==> src/rtl/led_blink_pkg.sv <==
// Shared types and helpers for the LED blink-code scheduler.
package led_blink_pkg;

    typedef enum logic [1:0] {
        ST_IDLE = 2'd0,
        ST_ON   = 2'd1,
        ST_OFF  = 2'd2,
        ST_GAP  = 2'd3
    } state_e;

    // Counter width for values 0..v-1, never narrower than one bit.
    function automatic int unsigned clog2_min1(input int unsigned v);
        return (v > 1) ? $clog2(v) : 1;
    endfunction

endpackage

==> src/rtl/led_blink_sched_rr_arbiter.sv <==
// Round-robin arbiter: combinational one-hot grant from a rotating priority pointer.
module rr_arbiter
    import led_blink_pkg::*;
#(
    parameter int unsigned NREQ = 4
) (
    input  logic                         clk_i,
    input  logic                         rst_ni,
    input  logic [NREQ-1:0]              req_i,
    input  logic                         update_i,
    output logic [NREQ-1:0]              gnt_c_o,
    output logic                         valid_c_o,
    output logic [clog2_min1(NREQ)-1:0]  gnt_idx_c_o
);

    localparam int unsigned IDW = clog2_min1(NREQ);

    logic [IDW-1:0] ptr_q, ptr_d;

    // Scan requesters starting at ptr_q, wrapping once around.
    always_comb begin
        int             idx;
        logic [IDW-1:0] sel;
        logic           found;
        gnt_c_o     = '0;
        valid_c_o   = 1'b0;
        gnt_idx_c_o = '0;
        found       = 1'b0;
        idx         = 0;
        sel         = '0;
        for (int i = 0; i < int'(NREQ); i++) begin
            idx = int'(ptr_q) + i;
            if (idx >= int'(NREQ)) begin
                idx = idx - int'(NREQ);
            end
            sel = IDW'(idx);
            if (!found && req_i[sel]) begin
                found        = 1'b1;
                gnt_c_o[sel] = 1'b1;
                gnt_idx_c_o  = sel;
            end
        end
        valid_c_o = found;
    end

    always_comb begin
        ptr_d = ptr_q;
        if (update_i && valid_c_o) begin
            if (int'(gnt_idx_c_o) + 1 >= int'(NREQ)) begin
                ptr_d = '0;
            end else begin
                ptr_d = gnt_idx_c_o + IDW'(1);
            end
        end
    end

    always_ff @(posedge clk_i or negedge rst_ni) begin
        if (!rst_ni) begin
            ptr_q <= '0;
        end else begin
            ptr_q <= ptr_d;
        end
    end

endmodule

==> src/rtl/led_blink_sched.sv <==
// Shares one LED among requesters: each granted job blinks its code count, then a gap.
module led_blink_sched
    import led_blink_pkg::*;
#(
    parameter int unsigned NREQ      = 4,
    parameter int unsigned CNTW      = 4,
    parameter int unsigned PRESCALE  = 12500000,
    parameter int unsigned ON_TICKS  = 2,
    parameter int unsigned OFF_TICKS = 2,
    parameter int unsigned GAP_TICKS = 8
) (
    input  logic                         clk_i,
    input  logic                         rst_ni,
    input  logic [NREQ-1:0]              req_i,
    input  logic [NREQ*CNTW-1:0]         code_i,
    output logic [NREQ-1:0]              ack_o,
    output logic [clog2_min1(NREQ)-1:0]  gnt_id_o,
    output logic                         busy_o,
    output logic                         done_o,
    output logic                         led_o
);

    localparam int unsigned IDW     = clog2_min1(NREQ);
    localparam int unsigned PW      = clog2_min1(PRESCALE);
    localparam int unsigned MAXT_OF = (ON_TICKS > OFF_TICKS) ? ON_TICKS : OFF_TICKS;
    localparam int unsigned MAXT    = (MAXT_OF > GAP_TICKS) ? MAXT_OF : GAP_TICKS;
    localparam int unsigned TW      = clog2_min1(MAXT);

    state_e          state_q, state_d;
    logic [PW-1:0]   presc_q, presc_d;
    logic [TW-1:0]   tick_q, tick_d;
    logic [CNTW-1:0] cnt_q, cnt_d;
    logic [IDW-1:0]  gnt_id_q, gnt_id_d;
    logic [NREQ-1:0] ack_q, ack_d;
    logic            done_q, done_d;
    logic            busy_q, busy_d;
    logic            led_q, led_d;

    logic [NREQ-1:0] arb_gnt_c;
    logic            arb_valid_c;
    logic [IDW-1:0]  arb_idx_c;
    logic            grant_c;
    logic [CNTW-1:0] code_sel_c;
    logic [TW-1:0]   tick_last_c;

    rr_arbiter #(
        .NREQ (NREQ)
    ) u_arb (
        .clk_i       (clk_i),
        .rst_ni      (rst_ni),
        .req_i       (req_i),
        .update_i    (grant_c),
        .gnt_c_o     (arb_gnt_c),
        .valid_c_o   (arb_valid_c),
        .gnt_idx_c_o (arb_idx_c)
    );

    // Blink count of the requester the arbiter currently selects.
    always_comb begin
        code_sel_c = '0;
        for (int k = 0; k < int'(NREQ); k++) begin
            if (arb_gnt_c[k]) begin
                code_sel_c = code_sel_c | code_i[k*CNTW +: CNTW];
            end
        end
    end

    always_comb begin
        case (state_q)
            ST_ON:   tick_last_c = TW'(ON_TICKS - 1);
            ST_OFF:  tick_last_c = TW'(OFF_TICKS - 1);
            default: tick_last_c = TW'(GAP_TICKS - 1);
        endcase
    end

    always_comb begin
        state_d  = state_q;
        presc_d  = presc_q;
        tick_d   = tick_q;
        cnt_d    = cnt_q;
        gnt_id_d = gnt_id_q;
        ack_d    = '0;
        done_d   = 1'b0;
        grant_c  = 1'b0;

        case (state_q)
            ST_IDLE: begin
                if (arb_valid_c) begin
                    grant_c  = 1'b1;
                    gnt_id_d = arb_idx_c;
                    ack_d    = arb_gnt_c;
                    cnt_d    = code_sel_c;
                    presc_d  = '0;
                    tick_d   = '0;
                    state_d  = (code_sel_c != '0) ? ST_ON : ST_GAP;
                end
            end
            default: begin
                if (presc_q != PW'(PRESCALE - 1)) begin
                    presc_d = presc_q + PW'(1);
                end else if (tick_q != tick_last_c) begin
                    presc_d = '0;
                    tick_d  = tick_q + TW'(1);
                end else begin
                    // Phase boundary: counters restart for the next phase.
                    presc_d = '0;
                    tick_d  = '0;
                    case (state_q)
                        ST_ON: begin
                            cnt_d   = cnt_q - CNTW'(1);
                            state_d = (cnt_q != CNTW'(1)) ? ST_OFF : ST_GAP;
                        end
                        ST_OFF: state_d = ST_ON;
                        default: begin
                            state_d = ST_IDLE;
                            done_d  = 1'b1;
                        end
                    endcase
                end
            end
        endcase

        led_d  = (state_d == ST_ON);
        busy_d = (state_d != ST_IDLE);
    end

    always_ff @(posedge clk_i or negedge rst_ni) begin
        if (!rst_ni) begin
            state_q  <= ST_IDLE;
            presc_q  <= '0;
            tick_q   <= '0;
            cnt_q    <= '0;
            gnt_id_q <= '0;
            ack_q    <= '0;
            done_q   <= 1'b0;
            busy_q   <= 1'b0;
            led_q    <= 1'b0;
        end else begin
            state_q  <= state_d;
            presc_q  <= presc_d;
            tick_q   <= tick_d;
            cnt_q    <= cnt_d;
            gnt_id_q <= gnt_id_d;
            ack_q    <= ack_d;
            done_q   <= done_d;
            busy_q   <= busy_d;
            led_q    <= led_d;
        end
    end

    assign ack_o    = ack_q;
    assign gnt_id_o = gnt_id_q;
    assign busy_o   = busy_q;
    assign done_o   = done_q;
    assign led_o    = led_q;

endmodule

==> config.mk <==
export PLATFORM = sky130hd
export DESIGN_NAME = led_blink_sched
export DESIGN_NICKNAME = d
export VERILOG_FILES = /design/src/rtl/led_blink_pkg.sv /design/src/rtl/led_blink_sched_rr_arbiter.sv /design/src/rtl/led_blink_sched.sv
export SDC_FILE = /design/constraint.sdc
export NUM_CORES = 1
export LEC_CHECK = 0
export ABC_AREA = 1
export CORE_UTILIZATION = 64
export CTS_BUF_LIST = sky130_fd_sc_hd__clkbuf_2 sky130_fd_sc_hd__clkbuf_4 sky130_fd_sc_hd__clkbuf_8
export CTS_CLUSTER_DIAMETER = 40
export DETAILED_ROUTE_END_ITERATION = 8
export PLACE_DENSITY = 0.95
export SLEW_MARGIN = 20
export SYNTH_ARGS = -nofsm -noshare
export SYNTH_HDL_FRONTEND = slang
export SYNTH_SLANG_ARGS = --single-unit
==> constraint.sdc <==
create_clock -name clk_i -period 6.3 [get_ports clk_i]
set_input_delay 1.89 -clock clk_i [delete_from_list [all_inputs] [get_ports clk_i]]
set_output_delay 1.89 -clock clk_i [all_outputs]
set_load 0.05 [all_outputs]
==> out/results.txt, run 1 <==
status: complete, no violations
initial detailed-routing violation count: 172
biggest area consumer among synthesized cells: dfrtp_1
Clock Skews: 0.01089 ns
P_leak: 1.725 nW
post-detail-place hpwl: 5119 µm
Placed Instances: 489
GRT overflow: 0
Post-DRT Antenna Nets: 0
post-CTS setup buffers: 0
Synth Area in Compound Gates: 15.87%
RSZ-0062 raised after global routing: false
average size of a mapped cell: 8.064 µm²
largest net degree at the start of global routing: 45
predominant post-synthesis flop cell: dfrtp_1
Worst EP arrival: 4.01 ns
via count: 2878
Area contributors post-synth: dfrtp_1 (34%), nand2_1 (12%), inv_1 (5.6%)
Slowest-stage cell, CP: clkdlybuf4s50_1
post-DR wirelength/cell: 13.88 µm
Syn Inst Count: 398
maximum clock rate: 263.2 MHz
Filler cells: 339
drt first pass iters: 5
pins over their slew limit: 0
drt drc: 0
CP Buf/Inv Count: 3
TritonCTS clock tree: done
Crit path top cell by count: nand2_4
Clock Tree Root: clkbuf_8
required time worst endpoint: 6.51 ns
Worst-Skew Late Latency: 0.31 ns
vias in the first global route: 2797
nets: 465
Fin Hold WS: 0.4972 ns
Cell Pwr Density: 139.8 nW/µm²
synthesis-to-layout area growth: 13.18%
number of diodes: 0
pin slew with the least headroom to its limit: 0.9429 ns
I/O Buffers: 30
crit path cell chain: clkdlybuf4s50_1 > inv_1 > nand2_1 > nand3_4 > nand2_4 > nor2_4 > nand2_4 > nor2_4 > nand2_4 > clkinv_1 > nor3_1 > nand3_2 > o21ai_1 > a21oi_1
hold buffer count at cts: 0
Num CTS Buffers: 5
post-synthesis adder-cell area fraction: 5.458%
post-cts sizing count: 0
Yosys reg bits: 44
Sink Count: 44
Tcrit/Tclk final: 60.32%
total wire length: 6897 µm
first-pass GRT wire length: 11780 µm
initial antenna violation count: 0
Simple-Gate Fraction of Synth Area: 34.54%
core area: 4786 µm²
async set or reset register ratio after synthesis: 100.0%
Cell Count, Final, Fillers Out: 497
die area: 5302 µm²
Max VDD drop: 0.1332 mV
Post-Syn Area: 3209 µm²
setup tns final: 0 ns
endpoints failing hold: 0
post-synth cell types: 44
Max Cap Viol: 0
Post-Syn Nets: 434
clock transition at the registers of the reported paths: 0.09 ns
post-synth top area share: 34.31%
GRT Overall Usage: 28.38%
# IOs: 31
minimum clock period: 3.800 ns
top cells by instance count after synthesis: nand2_1 (100), inv_1 (48), dfrtp_1 (44), o21ai_0 (20), nor2_1 (19)
Starting Density: 67.06%
die width: 72.82 µm
register area share after synthesis: 34.31%
Post-synth EDFFs: 0
Site Rows: 25
Die Y-Extent: 72.82 µm
post-synthesis mux area share: 0%
Setup Crit Path Kind: primary input to flop
CTS max path bufs: 2
GPL Wtd Cong: 0.8957
max_slew headroom: 37.14%
H-tree Lvls: 2
Yosys warning count: 0
startpoint types: primary input
Setup crit end kind: flop
CP delay by family, top: simple AND/OR/NAND/NOR gates
layout cells sized above 1: 18.14%
largest family of logic cells by synthesized area: simple AND/OR/NAND/NOR gates
crit-path max FO: 23
Largest stage delay, worst path: 0.49 ns
Post-Synth XOR/XNOR Area: 1.637%
Hold Path Class: flop to flop
via/cell ratio: 5.791
# setup viols final: 0
most common cell in the synthesized netlist: nand2_1
==> layer usage <==
| layer | part of all wire, % | track usage, % | routed length (µm) |
|---|---|---|---|
| met4 | 2.5 | 10.68 | 172 |
| met3 | 4.8 | 5.387 | 332 |
| met2 | 48 | 47.98 | 3324 |
| met1 | 44 | 36.15 | 3068 |
| met5 | 0 | 0 | 0 |
==> stage by stage <==
stage | total power, mW | setup WS (ns) | instance area (µm²) | util [%]
final | 0.5078 | 2.500 | 3632 | 75.90
after detailed placement | 0.3313 | 2.189 | 3540 | 73.96
after global placement | 0.3301 | 2.301 | 3540 | 73.96
after floorplan | 0.3091 | 3.147 | 3209 | -
after CTS | 0.5106 | 2.531 | 3632 | 75.90
after global routing | 0.5234 | 2.308 | 3632 | 75.90
==> state kept, by name (all words and copies together), names as in the netlist, named ones only <==
register / count
cnt_q: 4
busy_o: 1
ack_o: 4
gnt_id_o: 2
done_o: 1
u_arb.ptr_q: 1
tick_q: 3
state_q: 2
led_o: 1
presc_q: 24
==> cells in the final DEF (no fill, tap or decap), types with 6 or more instances in the layout <==
cell type	synthesis	layout
a21oi_1	11	11
clkdlybuf4s50_1	0	29
dfrtp_1	44	44
ha_1	14	14
inv_1	48	48
nand2_1	100	100
nand2_2	7	7
nand2_4	8	8
nand3_1	17	17
nand3_2	9	9
nand4_1	12	12
nor2_1	19	19
nor2_2	9	9
o21ai_0	20	20
o22ai_2	10	10
xor2_1	6	6
==> area by class of cell <==
type | instances | area, µm² | area share [%]
clock buffers | 5 | 68.82 | 1.895
flip-flops and latches | 44 | 1101 | 30.31
multi-input cells | 293 | 1846 | 50.81
well taps | 67 | 83.83 | 2.308
inverters | 55 | 214.0 | 5.890
clock inverters | 3 | 23.77 | 0.6545
repair buffers | 30 | 295.3 | 8.130
==> tightest hold or removal path, cell delays in order, from the launching register on <==
cell and delay (ns):
dfrtp_1 0.35, nand2_1 0.05, nand2_1 0.06
==> kinds of logic (layout without fill, tap and decap cells) <==
logic type,Yosys count,count (layout)
DFF,44,44
adders and majority gates,14,14
AOI/OAI and AO/OA,69,69
xor gates and xnor gates,6,6
and+or+nand+nor,204,204
buffers and inverters,61,93
==> where the power goes <==
part	internal, mW	switching (mW)
registers	0.282	0
logic	0.0189	0.0244
clock network	0.0786	0.104
total	0.380	0.128
==> worst paths after layout <==
kind                        startpoint  cells past startpoint  slack (ns)          end
max in group asynchronous       rst_ni                      1        3.99  presc_q[15]
setup / recovery              req_i[3]                     14        2.50  presc_q[23]
hold reg to reg            gnt_id_o[1]                      2        0.50  gnt_id_o[1]
hold / removal             gnt_id_o[1]                      2        0.50  gnt_id_o[1]
setup reg to reg                  flop                     14        3.52  presc_q[23]
min in group asynchronous       rst_ni                      1        1.72    tick_q[2]
No activity file was read; power rests on OpenSTA's default activity.
==> run 2: changes to the inputs <==
- CORE_UTILIZATION: 64 -> 60
- PLACE_DENSITY: 0.95 -> 0.93
- clock period: 6.3 -> 3.6 ns (I/O delays scaled with it)
==> run 2 against run 1 <==
  * Final cell count up 0.80%
  * Combinational power up 81%
  * Total power is 89% higher
  * Largest cell class unchanged
==> out/results.txt, run 2 (same netlist as run 1, synthesis figures left out) <==
most used routing layer: met2
Clk pwr share: 40.3% (+4.4 points)
setup tns final: 0 ns (unchanged)
nets: 466 (+0.22%)
TritonCTS clock tree: done
post-detail-place hpwl: 5461 µm (+6.7%)
I/O Buffers: 30 (unchanged)
RR Endpoint: presc_q[23]
Hold Path Origin: gnt_id_o[0]
Seq pwr share: 51.5% (-4.1 points)
largest net degree at the start of global routing: 45 (unchanged)
drt drc: 0 (unchanged)
total wire length: 7772 µm (+13%)
layout cells sized above 1: 18.33% (+0.19 points)
Worst-Skew Late Latency: 0.31 ns (about the same)
max_slew headroom: 61.95% (+25 points)
CTS max path bufs: 2 (unchanged)
# IOs: 31 (unchanged)
core area: 5140 µm² (+7.4%)
Hold Path Class: flop to flop
status: complete, no violations
H-tree Lvls: 2 (unchanged)
RSZ-0062 raised after global routing: false
commonest non-fill, non-tap cell in the layout: nand2_1
Cell Pwr Density: 261.4 nW/µm² (+87%)
Worst EP arrival: 3.20 ns (-0.81 ns)
minimum clock period: 3.006 ns
max reg flops: 24 (unchanged)
Design Area, Final: 3665 µm² (+0.90%)
R2R depth: 14 (unchanged)
clock transition at the registers of the reported paths: 0.08 ns (about the same)
post-cts sizing count: 0 (unchanged)
dpl cell area: 3551 µm² (+0.32%)
Site Rows: 26 (+4.0%)
die area: 5645 µm² (+6.5%)
Worst Hold Path EP: gnt_id_o[0]
required time worst endpoint: 3.79 ns (-2.72 ns)
vias in the first global route: 2766 (-1.1%)
crit-path max FO: 23 (unchanged)
Max VDD drop: 0.2080 mV (+56%)
Max Cap Viol: 0 (unchanged)
endpoints failing hold: 0 (unchanged)
post-CTS setup buffers: 0 (unchanged)
first-pass GRT wire length: 12480 µm (+6.0%)
Post-DRT Antenna Nets: 0 (unchanged)
post-DR wirelength/cell: 15.51 µm (+12%)
GRT overflow: 0 (unchanged)
maximum clock rate: 332.7 MHz
Setup crit end kind: flop
via/cell ratio: 5.894 (+1.8%)
switching power total: 0.2253 mW (+76%)
Hold Path Cell Cnt: 2 (unchanged)
via count: 2953 (+2.6%)
pins over their slew limit: 0 (unchanged)
Pint: 0.7326 mW (+93%)
pin slew with the least headroom to its limit: 0.5708 ns (-0.3721 ns)
Die Y-Extent: 75.14 µm (+3.2%)
Tcrit/Tclk final: 83.49%
GRT Overall Usage: 29.15% (+0.77 points)
Num CTS Buffers: 5 (unchanged)
Setup Crit Path Kind: primary input to flop
# setup viols final: 0 (unchanged)
startpoint types: primary input
R2R setup slack: 0.79 ns (-2.73 ns)
Comb power frac: 8.2% (-0.3 points)
initial antenna violation count: 0 (unchanged)
Clock Skews: 0.01220 ns (+0.001302 ns)
Biggest register: presc_q
commonest cells after routing, fill and taps aside: nand2_1 (100), inv_1 (48), dfrtp_1 (44)
synthesis-to-layout area growth: 14.19%
Sink Count: 44 (unchanged)
GRT met1 Usage: 37.23% (+1.1 points)
Global Route met2 Usage: 48.55% (+0.57 points)
Clock Tree Root: clkbuf_8
drt first pass iters: 5 (unchanged)
initial detailed-routing violation count: 202 (+17%)
die width: 75.14 µm (+3.2%)
hold buffer count at cts: 0 (unchanged)
P_leak: 1.745 nW (+1.2%)
Final Core Density: 71.30% (-4.6 points)
Starting Density: 62.44% (-4.6 points)
number of diodes: 0 (unchanged)
Switching Fraction: 23.52% (-1.7 points)
GPL Wtd Cong: 0.8829 (-1.4%)
grt met3 use: 5.221% (-0.17 points)
run 2: cell types whose count changed in the layout (fill, tap and decap cells not counted):
| cell | delta |
|---|---|
| buf_2 | -1 |
| bufinv_16 | +1 |
| buf_4 | +2 |
| clkinvlp_4 | -1 |
| clkinv_2 | +1 |
| clkinv_4 | -1 |
run 2: routing by layer:
metal	up-vias	wire, µm
met5	-	0
met4	0	228
met3	26	465
met2	155	3831
met1	1392	3245
li1	1380	-
run 2: layout make-up:
type                       instances  area, µm²
multi-input combinational        293       1846
fill                             405       1475
sequential                        44       1101
timing repair buffer              31      305.3
inverter                          55      214.0
tap                               70      87.58
clock buffer                       5      68.82
clock inverter                     3      42.54
run 2: worst max-delay path by stage:
stage	startpoint	end	slack, ns	cells after the start
after global routing	req_i[3]	presc_q[23]	0.48	14
after detailed placement	req_i[3]	presc_q[23]	0.32	14
after global placement	req_i[3]	presc_q[23]	0.42	14
after CTS	req_i[3]	presc_q[23]	0.62	14
after floorplan	req_i[3]	led_o	1.26	13
final	req_i[3]	presc_q[23]	0.59	14
run 2: metrics by stage:
step | cells | worst slack (ns) | hold WS, ns | power (mW)
detailed placement | 493 | 0.3175 | 0.4769 | 0.5809
global route | 501 | 0.4838 | 0.5130 | 0.9885
floorplan | 398 | 1.257 | 0.4646 | 0.5409
CTS | 501 | 0.6172 | 0.5057 | 0.9587
global placement | 493 | 0.4219 | 0.4810 | 0.5776
finish | 501 | 0.5945 | 0.4991 | 0.9579
run 2: worst max-delay path, stage by stage:
cell and delay [ns]:
clkdlybuf4s50_1 0.50, inv_1 0.06, nand2_1 0.12, nand3_4 0.12, nand2_4 0.12, nor2_4 0.07, nand2_4 0.08, nor2_4 0.04
nand2_4 0.27, clkinv_1 0.22, nor3_1 0.21, nand3_2 0.11, o21ai_1 0.13, a21oi_1 0.05
run 2: power groups by stage:
stage | clock network [mW] | registers [mW] | logic (mW)
floorplan | 0 | 0.504 | 0.0372
global placement | 0 | 0.504 | 0.0740
detailed placement | 0 | 0.504 | 0.0773
CTS | 0.387 | 0.494 | 0.0780
global route | 0.409 | 0.494 | 0.0855
finish | 0.386 | 0.494 | 0.0782
==> run 3: changes to the inputs <==
- clock period: 3.6 -> 3.1 ns (I/O delays scaled with it)
==> run 3 against run 2 <==
  * Clock-buffer cell count grew 2
  * Critical path depth is 2 lower
  * Total power is 19% higher
  * Worst hold slack lost 0.00078 ns
  * Combinational power grew 14%
  * Register-to-register slack worse by 0.33 ns
  * Global-route usage decreased by 1.9 points
  * Non-clock buffer count increased by 4
  * Final cell count rose by 0.80%
  * Worst setup slack got worse by 0.17 ns
  * Critical endpoint is now led_o
  * Largest power group unchanged
==> out/results.txt, run 3 (same netlist as run 1, synthesis figures left out) <==
Slowest-stage cell, CP: clkdlybuf4s50_1
R2R setup slack: 0.46 ns (-0.33 ns)
Hold Path Cell Cnt: 2 (unchanged)
post-CTS setup buffers: 0 (unchanged)
core area: 5140 µm² (unchanged)
max_slew headroom: 35.52% (-26 points)
via count: 2928 (-0.85%)
post-DR wirelength/cell: 14.73 µm (-5.0%)
Cell Count, Final, Fillers Out: 505 (+0.80%)
CTS max path bufs: 2 (unchanged)
post-cts sizing count: 0 (unchanged)
most used routing layer: met2
TritonCTS clock tree: done
Global Route met2 Usage: 48.05% (-0.50 points)
Sink Count: 44 (unchanged)
Site Rows: 26 (unchanged)
Max Cap Viol: 0 (unchanged)
commonest cells after routing, fill and taps aside: nand2_1 (100), inv_1 (48), dfrtp_1 (44)
Clock Skews: 0.01082 ns (-0.001375 ns)
# setup viols final: 0 (unchanged)
initial detailed-routing violation count: 276 (+37%)
Filler cells: 400 (-1.2%)
Post-DRT Antenna Nets: 0 (unchanged)
Clock Tree Root: clkbuf_8
maximum clock rate: 373.7 MHz
crit path cell chain: clkdlybuf4s50_1 > inv_1 > nand2_1 > nand3_4 > nand2_4 > nor2_4 > nand2_4 > nor2_4 > nand2_4 > o21ai_0 > o21bai_4 > nor2_2
layout cells sized above 1: 19.08% (+0.75 points)
Setup crit end kind: flop
Biggest register: presc_q
RR Endpoint: led_o
Worst-Skew Late Latency: 0.30 ns (about the same)
endpoints failing hold: 0 (unchanged)
crit-path max FO: 13 (-43%)
drt drc: 0 (unchanged)
pins over their slew limit: 0 (unchanged)
total wire length: 7441 µm (-4.3%)
first-pass GRT wire length: 11810 µm (-5.4%)
Hold Path Class: flop to flop
nets: 470 (+0.86%)
GRT Overall Usage: 27.28% (-1.9 points)
GPL Wtd Cong: 0.8864 (+0.40%)
die width: 75.14 µm (unchanged)
status: complete, no violations
vias in the first global route: 2740 (-0.94%)
I/O Buffers: 30 (unchanged)
Crit path top cell by count: nand2_4
# IOs: 31 (unchanged)
die area: 5645 µm² (unchanged)
H-tree Lvls: 2 (unchanged)
pin slew with the least headroom to its limit: 0.9673 ns (+0.3964 ns)
Setup Crit Path Kind: primary input to flop
Placed Instances: 497 (+0.81%)
via/cell ratio: 5.798 (-1.6%)
CP Buf/Inv Count: 2 (-1)
Power Total: 1.143 mW (+19%)
Largest stage delay, worst path: 0.43 ns (-0.07 ns)
Max VDD drop: 0.1505 mV (-28%)
Design Area, Final: 3707 µm² (+1.2%)
GRT met1 Usage: 34.95% (-2.3 points)
Tcrit/Tclk final: 86.31%
grt met3 use: 4.150% (-1.1 points)
Crit Reg-Reg Startpoint: u_arb.ptr_q[1]
commonest non-fill, non-tap cell in the layout: nand2_1
dpl cell area: 3581 µm² (+0.85%)
startpoint types: primary input
largest net degree at the start of global routing: 45 (unchanged)
post-detail-place hpwl: 5431 µm (-0.55%)
Starting Density: 62.44% (unchanged)
CP delay by family, top: simple AND/OR/NAND/NOR gates
P_leak: 1.774 nW (+1.6%)
GRT overflow: 0 (unchanged)
Num CTS Buffers: 5 (unchanged)
Cell Pwr Density: 308.4 nW/µm² (+18%)
synthesis-to-layout area growth: 15.52%
Hold Path Origin: gnt_id_o[0]
Worst EP arrival: 2.86 ns (-0.34 ns)
setup tns final: 0 ns (unchanged)
RSZ-0062 raised after global routing: false
drt first pass iters: 5 (unchanged)
minimum clock period: 2.676 ns
Worst Hold Path EP: gnt_id_o[0]
max reg flops: 24 (unchanged)
initial antenna violation count: 0 (unchanged)
R2R depth: 12 (-2)
required time worst endpoint: 3.29 ns (-0.50 ns)
number of diodes: 0 (unchanged)
clock transition at the registers of the reported paths: 0.07 ns (about the same)
Crit. Startpoint: req_i[3]
hold buffer count at cts: 0 (unchanged)
Die Y-Extent: 75.14 µm (unchanged)
## run 3: changes by cell type in the layout (fill, tap and decap cells not counted)
cell,delta
buf_4,+3
clkinvlp_4,-1
clkbuf_8,+2
buf_2,+1
clkinv_2,-1
## run 3: stage by stage
step	hold WS [ns]	setup slack, ns	util [%]
finish	0.4983	0.4244	72.13
global route	0.5051	0.2745	72.13
CTS	0.4991	0.4467	72.13
detailed placement	0.4713	0.1723	69.67
global placement	0.4765	0.2529	69.67
floorplan	0.4646	0.9073	-
## run 3: power by group
| group | switching (mW) | internal, mW |
|---|---|---|
| registers | 0 | 0.573 |
| logic | 0.0506 | 0.0383 |
| clock network | 0.197 | 0.284 |
## run 3: how the worst max path moves through the flow
stage / to / cells after the start
finish: led_o / 12
global route: busy_o / 16
CTS: led_o / 12
detailed placement: presc_q[23] / 14
global placement: led_o / 14
floorplan: led_o / 13
## run 3: area by class of cell
cell class	instances	area (µm²)	share of cell area [%]
repair buffers	35	332.8	8.977
inverters	55	214.0	5.771
flip-flops and latches	44	1101	29.70
well taps	70	87.58	2.362
clock buffers	7	96.34	2.599
clock inverters	1	30.03	0.8100
multi-input cells	293	1846	49.78
## run 3: worst register-to-register path, delay by kind of cell (launching register included)
kind | cells | cell delay, ns
adders and majority gates | 1 | 0.41
and+or+nand+nor | 7 | 0.76
DFF | 1 | 0.53
buffers and inverters | 2 | 0.33
AOI/OAI and AO/OA | 2 | 0.49
## run 3: metal layers
layer	part of all wire (%)	vias to the layer above
met2	52	89
met1	43	1432
met4	0.85	0
met3	4.6	9
met5	0	-
li1	-	1398
